<file path="src/rtl/ascon_pack.sv">
// Shared types and constants for the ASCON-128 encryption sequencer.
package ascon_pack;

    localparam int ROUND_A = 12;
    localparam int ROUND_B = 6;
    localparam logic [63:0] ASCON_IV = 64'h80400c0600000000;

    typedef enum logic [2:0] {
        IDLE,
        INIT,
        AD_WAIT,
        AD_PERM,
        PT_WAIT,
        PT_PERM,
        FINAL,
        TAG
    } type_fsm;

endpackage

</file>
<file path="src/rtl/ascon_round_cnt.sv">
// Round index counter: preloads the first round of p^a or p^b, then counts
// loaded rounds and holds at the last round index.
module ascon_round_cnt #(
    parameter logic [3:0] LOAD_B = 4'd6,
    parameter logic [3:0] LAST   = 4'd11
) (
    input  logic       clock_i,
    input  logic       resetb_i,
    input  logic       init_a_i,
    input  logic       init_b_i,
    input  logic       en_i,
    output logic [3:0] round_o
);

    logic [3:0] cnt_q, cnt_d;

    always_comb begin
        cnt_d = cnt_q;
        if (init_a_i) begin
            cnt_d = 4'd0;
        end else if (init_b_i) begin
            cnt_d = LOAD_B;
        end else if (en_i && (cnt_q != LAST)) begin
            cnt_d = cnt_q + 4'd1;
        end
    end

    always_ff @(posedge clock_i or negedge resetb_i) begin
        if (!resetb_i) begin
            cnt_q <= 4'd0;
        end else begin
            cnt_q <= cnt_d;
        end
    end

    assign round_o = cnt_q;

endmodule

</file>
<file path="src/rtl/ascon_fsm_ctrl.sv">
// ASCON-128 encryption controller: one permutation round per clock through
// init, associated data, plaintext, finalisation and tag output.
//
// state   | meaning
// IDLE    | waiting for start_i
// INIT    | p^a rounds 0..11 on IV||K||N
// AD_WAIT | round 6 of p^b, waiting for an AD block
// AD_PERM | p^b rounds 7..11 after an AD block
// PT_WAIT | waiting for a PT block (round 6, or round 0 of p^a if last)
// PT_PERM | p^b rounds 7..11 after a non-last PT block
// FINAL   | p^a rounds 1..11
// TAG     | tag valid for one cycle
module ascon_fsm_ctrl
    import ascon_pack::*;
#(
    parameter int ROUNDS_A = ROUND_A,
    parameter int ROUNDS_B = ROUND_B,
    parameter int CNT_W    = 4
) (
    input  logic             clock_i,
    input  logic             resetb_i,
    input  logic             start_i,
    input  logic [CNT_W-1:0] nb_ad_i,
    input  logic [CNT_W-1:0] nb_pt_i,
    input  logic             data_valid_i,
    output logic             data_ready_o,
    output logic [3:0]       round_o,
    output logic             init_state_o,
    output logic             en_reg_state_o,
    output logic             en_xor_data_o,
    output logic             en_xor_begin_key_o,
    output logic             en_xor_end_key_o,
    output logic             en_xor_lsb_o,
    output logic             en_cipher_o,
    output logic             en_tag_o,
    output logic             busy_o,
    output logic             done_o
);

    localparam logic [3:0] LAST_RND = 4'(ROUNDS_A - 1);
    localparam logic [3:0] LOAD_B   = 4'(ROUNDS_A - ROUNDS_B);

    type_fsm          state_q, state_d;
    logic [CNT_W-1:0] ad_cnt_q, ad_cnt_d;
    logic [CNT_W-1:0] pt_cnt_q, pt_cnt_d;
    logic             cnt_init_a, cnt_init_b, cnt_en;
    logic             round_last, ad_last, pt_last;

    ascon_round_cnt #(
        .LOAD_B (LOAD_B),
        .LAST   (LAST_RND)
    ) u_round_cnt (
        .clock_i  (clock_i),
        .resetb_i (resetb_i),
        .init_a_i (cnt_init_a),
        .init_b_i (cnt_init_b),
        .en_i     (cnt_en),
        .round_o  (round_o)
    );

    assign round_last = (round_o == LAST_RND);
    assign ad_last    = (ad_cnt_q == CNT_W'(1));
    assign pt_last    = (pt_cnt_q == CNT_W'(1));
    assign busy_o     = (state_q != IDLE);

    always_comb begin
        state_d            = state_q;
        ad_cnt_d           = ad_cnt_q;
        pt_cnt_d           = pt_cnt_q;
        cnt_init_a         = 1'b0;
        cnt_init_b         = 1'b0;
        cnt_en             = 1'b0;
        data_ready_o       = 1'b0;
        init_state_o       = 1'b0;
        en_reg_state_o     = 1'b0;
        en_xor_data_o      = 1'b0;
        en_xor_begin_key_o = 1'b0;
        en_xor_end_key_o   = 1'b0;
        en_xor_lsb_o       = 1'b0;
        en_cipher_o        = 1'b0;
        en_tag_o           = 1'b0;
        done_o             = 1'b0;
        case (state_q)
            IDLE: begin
                if (start_i) begin
                    state_d    = INIT;
                    ad_cnt_d   = nb_ad_i;
                    pt_cnt_d   = (nb_pt_i == '0) ? CNT_W'(1) : nb_pt_i;
                    cnt_init_a = 1'b1;
                end
            end
            INIT: begin
                en_reg_state_o = 1'b1;
                cnt_en         = 1'b1;
                init_state_o   = (round_o == 4'd0);
                if (round_last) begin
                    en_xor_end_key_o = 1'b1;
                    if (ad_cnt_q != '0) begin
                        state_d    = AD_WAIT;
                        cnt_init_b = 1'b1;
                    end else begin
                        en_xor_lsb_o = 1'b1;
                        state_d      = PT_WAIT;
                        cnt_init_a   = pt_last;
                        cnt_init_b   = !pt_last;
                    end
                end
            end
            AD_WAIT: begin
                data_ready_o = 1'b1;
                if (data_valid_i) begin
                    en_xor_data_o  = 1'b1;
                    en_reg_state_o = 1'b1;
                    cnt_en         = 1'b1;
                    state_d        = AD_PERM;
                end
            end
            AD_PERM: begin
                en_reg_state_o = 1'b1;
                cnt_en         = 1'b1;
                if (round_last) begin
                    ad_cnt_d = ad_cnt_q - CNT_W'(1);
                    if (ad_last) begin
                        en_xor_lsb_o = 1'b1;
                        state_d      = PT_WAIT;
                        cnt_init_a   = pt_last;
                        cnt_init_b   = !pt_last;
                    end else begin
                        state_d    = AD_WAIT;
                        cnt_init_b = 1'b1;
                    end
                end
            end
            PT_WAIT: begin
                data_ready_o = 1'b1;
                if (data_valid_i) begin
                    en_xor_data_o  = 1'b1;
                    en_cipher_o    = 1'b1;
                    en_reg_state_o = 1'b1;
                    cnt_en         = 1'b1;
                    pt_cnt_d       = pt_cnt_q - CNT_W'(1);
                    // Last block starts p^a directly, so the key enters before round 0.
                    if (pt_last) begin
                        en_xor_begin_key_o = 1'b1;
                        state_d            = FINAL;
                    end else begin
                        state_d = PT_PERM;
                    end
                end
            end
            PT_PERM: begin
                en_reg_state_o = 1'b1;
                cnt_en         = 1'b1;
                if (round_last) begin
                    state_d    = PT_WAIT;
                    cnt_init_a = pt_last;
                    cnt_init_b = !pt_last;
                end
            end
            FINAL: begin
                en_reg_state_o = 1'b1;
                cnt_en         = 1'b1;
                if (round_last) begin
                    en_xor_end_key_o = 1'b1;
                    state_d          = TAG;
                end
            end
            TAG: begin
                en_tag_o   = 1'b1;
                done_o     = 1'b1;
                cnt_init_a = 1'b1;
                state_d    = IDLE;
            end
            default: state_d = IDLE;
        endcase
    end

    always_ff @(posedge clock_i or negedge resetb_i) begin
        if (!resetb_i) begin
            state_q  <= IDLE;
            ad_cnt_q <= '0;
            pt_cnt_q <= '0;
        end else begin
            state_q  <= state_d;
            ad_cnt_q <= ad_cnt_d;
            pt_cnt_q <= pt_cnt_d;
        end
    end

endmodule

</file>
<file path="config.mk">
export PLATFORM = sky130hd
export DESIGN_NAME = ascon_fsm_ctrl
export DESIGN_NICKNAME = d
export VERILOG_FILES = /design/src/rtl/ascon_pack.sv /design/src/rtl/ascon_round_cnt.sv /design/src/rtl/ascon_fsm_ctrl.sv
export SDC_FILE = /design/constraint.sdc
export NUM_CORES = 1
export LEC_CHECK = 0
export CAP_MARGIN = 5
export CELL_PAD_IN_SITES_DETAIL_PLACEMENT = 0
export CELL_PAD_IN_SITES_GLOBAL_PLACEMENT = 1
export CORE_MARGIN = 2
export CORE_UTILIZATION = 40
export DETAILED_ROUTE_END_ITERATION = 6
export PLACE_DENSITY_LB_ADDON = 0.1
export REMOVE_ABC_BUFFERS = 1
export SLEW_MARGIN = 20
export SYNTH_ARGS = -nofsm -noshare
export SYNTH_HDL_FRONTEND = slang
export SYNTH_SLANG_ARGS = --single-unit
</file>
<file path="constraint.sdc">
create_clock -name clock_i -period 4.85 [get_ports clock_i]
set_input_delay 0.485 -clock clock_i [delete_from_list [all_inputs] [get_ports clock_i]]
set_output_delay 0.485 -clock clock_i [all_outputs]
set_load 0.03 [all_outputs]
</file>
==> insert_results.sql, run 1 <==
INSERT INTO impl_metrics (metric_group, metric, value, unit) VALUES
('run_status', 'outcome', 'completed', ''),
('clocking', 'cts-hold-fix-buffers', '0', ''),
('sta', 'fmax', '347.4', 'MHz'),
('floorplanning', 'design.die.area', '3494', 'um2'),
('global_route', 'globalRouteOverflowTotal', '0', ''),
('setup_path', 'critical_path.max_fanout', '17', ''),
('synthesis', 'synth_async_sr_flop_share', '100.0', '%'),
('setup_path', 'timing.critical_path.to', 'en_xor_begin_key_o', ''),
('finish', 'flow.area_growth_from_synthesis', '23.58', '%'),
('synthesis', 'netlist_top_cells_area', 'dfrtp_1 (31%), ha_1 (7.2%), nor2_1 (4.6%)', ''),
('clocking', 'clk_pin_slew', '100', 'ps'),
('clocking', 'cts_tree', 'done', ''),
('synthesis', 'avg_synthesized_cell_area', '8.616', 'um2'),
('route', 'drt_first_iter_violations', '35', ''),
('floorplanning', 'core_area', '2829', 'um2'),
('floorplanning', 'die_height', '59.11', 'um'),
('global_route', 'globalRouteMet2Util', '28.89', '%'),
('setup_path', 'worst_setup_path_end_kind', 'primary output', ''),
('sta', 'finalCritPeriodShare', '59.35', '%'),
('sta', 'clock_skew', '7.482', 'ps'),
('global_route', 'grt_usage', '17.05', '%'),
('place', 'placement.io_buffers', '26', ''),
('floorplanning', 'io-pin-count', '27', ''),
('sta', 'final.min_clock_period', '2878', 'ps'),
('synthesis', 'postSynth.topFlopCell', 'dfrtp_1', ''),
('power_and_ir_drop', 'worst_ir_drop_vdd', '0.2380', 'mV'),
('route', 'dr.pass1.iters', '4', ''),
('sta', 'setup_repair_after_global_routing_missed_its_margin', 'no', ''),
('sta', 'maxSlewHeadroom', '49.36', '%'),
('sta', 'maxSlewViolCount', '0', ''),
('setup_path', 'startpoint_of_the_most_critical_register_to_register_path', 'state_q[1]$_DFFE_PN0P_', ''),
('sta', 'report.final.hold_viol_count', '0', ''),
('setup_path', 'crit_slowest_cell', 'dfrtp_1', ''),
('power_and_ir_drop', 'total_leakage_power', '0.6282', 'nW'),
('setup_path', 'worstSetupStartpointType', 'flip-flop', ''),
('min_path', 'worstHoldPathType', 'flip-flop to flip-flop', ''),
('finish', 'num-fill-cells', '297', ''),
('setup_path', 'cp_num_cells', '4', ''),
('floorplanning', 'die_width', '59.11', 'um'),
('synthesis', 'synth_edf_count', '0', ''),
('sta', 'tightest_slew', '757.3', 'ps'),
('clocking', 'numClockSinks', '15', ''),
('setup_path', 'slowest_delay', '690', 'ps'),
('route', 'avgRoutedWirePerCell', '14.39', 'um'),
('place', 'post_dp_hpwl', '2098', 'um'),
('clocking', 'clock_latency', '280', 'ps'),
('global_route', 'grt_max_usage_layer', 'met2', ''),
('setup_path', 'arrival_time_worst_endpoint', '2390', 'ps'),
('finish', 'antenna-diode-count', '0', ''),
('clocking', 'clock_tree.root_cell', 'clkbuf_4', ''),
('setup_path', 'critical_path_buf_inv_count', '1', ''),
('clocking', 'postCtsResizedCells', '0', ''),
('route', 'num_vias', '1120', ''),
('setup_path', 'r2r.worst_path.cells', '4', ''),
('synthesis', 'post-synth-top-area-fraction', '30.90', '%'),
('synthesis', 'synth.distinct_cells', '49', ''),
('synthesis', 'seq_area_frac_synth', '30.90', '%'),
('setup_path', 'timing.reg2reg.setup_slack', '2850', 'ps'),
('synthesis', 'synth_cells', '141', ''),
('floorplanning', 'initial_core_util', '42.95', '%'),
('place', 'place_congestion', '0.8070', ''),
('sta', 'finalSetupTns', '0', 'ps'),
('finish', 'final_core_util', '53.07', '%'),
('global_route', 'grt_antenna_before_repair', '0', ''),
('sta', 'setup-violations-final', '0', ''),
('floorplanning', 'fp-row-count', '19', ''),
('finish', 'drive_gt1_share', '7.273', '%'),
('route', 'drc', '0', ''),
('synthesis', 'ys_ff_latch', '15', ''),
('power_and_ir_drop', 'cellPowerDensity', '487.1', 'nW/um2'),
('setup_path', 'worst-endpoint-required', '4370', 'ps');
## flip-flops by register name, indices dropped and copies added (netlist names)
| signal | flops |
|---|---|
| state_q | 3 |
| ad_cnt_q | 4 |
| pt_cnt_q | 4 |
| u_round_cnt.round_o | 4 |
## per-layer routing
| layer | share of wire (%) | vias to the layer above | wire length, um |
|---|---|---|---|
| met5 | 0 | - | 0 |
| met4 | 0.60 | 0 | 17 |
| met3 | 3.8 | 2 | 106 |
| met2 | 48 | 28 | 1352 |
| met1 | 48 | 531 | 1346 |
| li1 | - | 559 | - |
## how the worst min path moves through the flow
stage	from	end	slack, ps	cells after the start
5_1_grt	pt_cnt_q[1]$_DFFE_PN0P_	pt_cnt_q[1]$_DFFE_PN0P_	570	1
4_1_cts	pt_cnt_q[1]$_DFFE_PN0P_	pt_cnt_q[1]$_DFFE_PN0P_	530	1
3_3_place_gp	pt_cnt_q[1]$_DFFE_PN0P_	pt_cnt_q[1]$_DFFE_PN0P_	510	1
2_1_floorplan	resetb_i	ad_cnt_q[0]$_DFFE_PN0P_	190	0
6_report	pt_cnt_q[1]$_DFFE_PN0P_	pt_cnt_q[1]$_DFFE_PN0P_	530	1
3_5_place_dp	pt_cnt_q[1]$_DFFE_PN0P_	pt_cnt_q[1]$_DFFE_PN0P_	510	1
## cell families (layout without fill, tap and decap cells)
group	after synthesis	count (layout)	share of synthesized area (%)
AOI/OAI and AO/OA	36	36	22.35
xor gates and xnor gates	3	3	2.163
adders and majority gates	8	8	8.033
buffers and inverters	18	42	6.900
DFF	15	15	30.90
muxes	3	3	2.472
and+or+nand+nor	58	58	27.19
## cell type report
type	count	area share (%)
well taps	31	2.583
multi-input cells	108	50.33
repair buffers	26	17.33
clock buffers	4	1.750
flip-flops and latches	15	25.00
inverters	12	3.000
## where the power goes
part,internal [mW],switching (mW)
combinational,0.185,0.210
sequential,0.179,0.0844
clock,0.0319,0.0411
total,0.396,0.335
## stage by stage
| stage | cells | area, um2 | hold slack [ps] | setup slack [ps] | power, mW |
|---|---|---|---|---|---|
| after floorplan | 135 | 1176 | 189.4 | 2733 | 0.5293 |
| after global placement | 192 | 1475 | 505.6 | 2188 | 0.6502 |
| after detailed placement | 192 | 1475 | 508.6 | 2166 | 0.6596 |
| after CTS | 196 | 1501 | 531.4 | 1974 | 0.7368 |
| after global routing | 196 | 1501 | 568.0 | 1833 | 0.7907 |
| final | 196 | 1501 | 527.0 | 1972 | 0.7313 |
## cell usage in the layout (no fill, tap or decap), types with 5 or more instances in the layout
master	count
nand2_1	11
ha_1	7
clkdlybuf4s50_1	26
a21oi_1	6
o21ai_0	5
dfrtp_1	15
nor3_1	6
nor2_1	15
inv_1	12
Note: power is estimated with default switching activity, not from simulation.
==> run 2: changes to the inputs <==
- CORE_UTILIZATION: 40 -> 33
- clock period: 4.85 -> 2.52 ns (I/O delays scaled with it)
==> run 2 against run 1 <==
Against the previous run:
- core utilization down 9.0 points
- clock skew grew 4.3 ps
- sequential cell count did not move
- sequential power up 87%
- largest power group unchanged
- highest routed layer unchanged
==> insert_results.sql, run 2 (synthesis gave the netlist of run 1 again) <==
INSERT INTO impl_metrics (metric_group, metric, value, unit) VALUES
('finish', 'final_net_count', '191', ''),
('sta', 'maxSlewViolCount', '0', ''),
('floorplanning', 'die_width', '64.68', 'um'),
('sta', 'report.final.hold_viol_count', '0', ''),
('floorplanning', 'io-pin-count', '27', ''),
('global_route', 'global_route_wire_length_before_repair', '5140', 'um'),
('global_route', 'grt_antenna_before_repair', '0', ''),
('place', 'post-place-ws', '364.4', 'ps'),
('setup_path', 'timing.setup.critical_path_class', 'flip-flop to primary output', ''),
('floorplanning', 'core_area', '3606', 'um2'),
('floorplanning', 'initial_core_util', '33.69', '%'),
('global_route', 'globalRouteOverflowTotal', '0', ''),
('clocking', 'clock_tree.root_cell', 'clkbuf_8', ''),
('sta', 'clock_skew', '11.77', 'ps'),
('finish', 'flow.area_growth_from_synthesis', '30.90', '%'),
('global_route', 'first_global_vias', '1116', ''),
('run', 'number_of_maximum_capacitance_violations', '0', ''),
('sta', 'worst_slack', '137.2', 'ps'),
('route', 'route.detailed.vias_per_inst', '5.110', ''),
('sta', 'tightest_slew', '737.1', 'ps'),
('route', 'drc', '0', ''),
('clocking', 'clock_latency', '260', 'ps'),
('place', 'placement.io_buffers', '26', ''),
('finish', 'num-fill-cells', '356', ''),
('setup_path', 'critical_path.reg2reg.endpoint', 'ad_cnt_q[2]$_DFFE_PN0P_', ''),
('min_path', 'worstHoldPathType', 'primary input to async pin', ''),
('finish', 'drive_gt1_share', '11.11', '%'),
('power_and_ir_drop', 'total_leakage_power', '0.6860', 'nW'),
('finish', 'antenna-diode-count', '0', ''),
('power_and_ir_drop', 'cellPowerDensity', '935.9', 'nW/um2'),
('setup_path', 'worstSetupStartpointType', 'flip-flop', ''),
('setup_path', 'worst_setup_path_startpoint', 'pt_cnt_q[1]$_DFFE_PN0P_', ''),
('setup_path', 'startpoint_of_the_most_critical_register_to_register_path', 'state_q[1]$_DFFE_PN0P_', ''),
('setup_path', 'arrival_time_worst_endpoint', '2130', 'ps'),
('setup_path', 'critical_path.max_fanout', '4', ''),
('setup_path', 'worst_setup_path_end_kind', 'primary output', ''),
('clocking', 'clock_tree.htree_level_count', '1', ''),
('clocking', 'cts_buffer_depth', '2', ''),
('clocking', 'numClockSinks', '15', ''),
('clocking', 'cts_buffers', '3', ''),
('sta', 'setup_repair_after_global_routing_missed_its_margin', 'no', ''),
('route', 'dr.pass1.iters', '4', ''),
('setup_path', 'timing.critical_path.to', 'en_xor_begin_key_o', ''),
('setup_path', 'timing.reg2reg.setup_slack', '530', 'ps'),
('clocking', 'cts-hold-fix-buffers', '0', ''),
('setup_path', 'r2r.worst_path.cells', '5', ''),
('clocking', 'cts_post_setup_buffers_inserted', '0', ''),
('clocking', 'clk_pin_slew', '70', 'ps'),
('route', 'antenna_violating_nets_post_route', '0', ''),
('route', 'drt_first_iter_violations', '30', ''),
('setup_path', 'worst-endpoint-required', '2270', 'ps'),
('finish', 'final_common_cell', 'clkdlybuf4s50_1', ''),
('route', 'num_vias', '1119', ''),
('run_status', 'outcome', 'completed', ''),
('power_and_ir_drop', 'totalPowerFinal', '1.488', 'mW'),
('floorplanning', 'die_height', '64.68', 'um'),
('global_route', 'grt_max_degree', '18', ''),
('route', 'finalWirelength', '2996', 'um'),
('sta', 'setup-violations-final', '0', ''),
('sta', 'finalSetupTns', '0', 'ps'),
('place', 'place_congestion', '0.9030', ''),
('sta', 'fmax', '419.7', 'MHz'),
('power_and_ir_drop', 'worst_ir_drop_vdd', '0.3477', 'mV'),
('floorplanning', 'design.die.area', '4183', 'um2'),
('floorplanning', 'fp-row-count', '22', ''),
('sta', 'maxSlewHeadroom', '50.71', '%'),
('global_route', 'grt_usage', '15.85', '%'),
('finish', 'layout.cells.most_common_list', 'clkdlybuf4s50_1 (25), nor2_1 (15), dfrtp_1 (15)', ''),
('sta', 'final.min_clock_period', '2383', 'ps'),
('clocking', 'cts_tree', 'done', ''),
('place', 'post_dp_hpwl', '2358', 'um'),
('sta', 'finalCritPeriodShare', '94.56', '%'),
('route', 'avgRoutedWirePerCell', '13.68', 'um');
[run 2: final cells by class]
cell class,instances,area (um2),area share (%)
Clock inverter,1,5.005,0.3147
Multi-Input combinational cell,108,755.7,47.52
Clock buffer,3,41.29,2.596
Inverter,12,45.04,2.832
Sequential cell,15,375.4,23.60
Timing Repair Buffer,32,307.8,19.35
Tap cell,48,60.06,3.777
[run 2: metrics by stage]
| step | hold slack, ps | util, % | instance area [um2] | cells |
|---|---|---|---|---|
| CTS | 456.4 | 44.03 | 1588 | 219 |
| finish | 429.6 | 44.10 | 1590 | 219 |
| global placement | 498.5 | 42.75 | 1541 | 215 |
| detailed placement | 521.8 | 42.75 | 1541 | 215 |
| global route | 477.9 | 44.10 | 1590 | 219 |
| floorplan | -43.59 | - | 1176 | 135 |
[run 2: power breakdown]
group	internal (mW)	switching (mW)
sequential	0.346	0.147
combinational	0.372	0.419
clock	0.110	0.0940
total	0.828	0.660
[run 2: worst min path at each step]
stage / startpoint / end / slack [ps]
final: resetb_i / pt_cnt_q[1]$_DFFE_PN0P_ / 430
after global routing: resetb_i / pt_cnt_q[1]$_DFFE_PN0P_ / 480
after CTS: resetb_i / pt_cnt_q[1]$_DFFE_PN0P_ / 460
after detailed placement: pt_cnt_q[1]$_DFFE_PN0P_ / pt_cnt_q[1]$_DFFE_PN0P_ / 520
after global placement: pt_cnt_q[1]$_DFFE_PN0P_ / pt_cnt_q[1]$_DFFE_PN0P_ / 500
after floorplan: resetb_i / ad_cnt_q[0]$_DFFE_PN0P_ / -40
[run 2: repair_timing]
action,in CTS,in global routing
setup endpoints to repair,0,1
gates resized for setup,0,1
hold endpoints to repair,0,0
[run 2: worst max-delay path, cell delays in order (launching register included)]
cell	delay, ps
dfrtp_1	390
inv_1	80
ha_1	130
or3b_2	490
nor2_1	110
clkdlybuf4s50_1	670
[run 2: layer usage]
metal | wire, um | up-vias | GRT usage (%)
met5 | 0 | - | 0
met4 | 42 | 0 | 4.787
met3 | 87 | 4 | 3.646
met2 | 1442 | 21 | 28.52
met1 | 1423 | 524 | 18.66
li1 | - | 570 | -
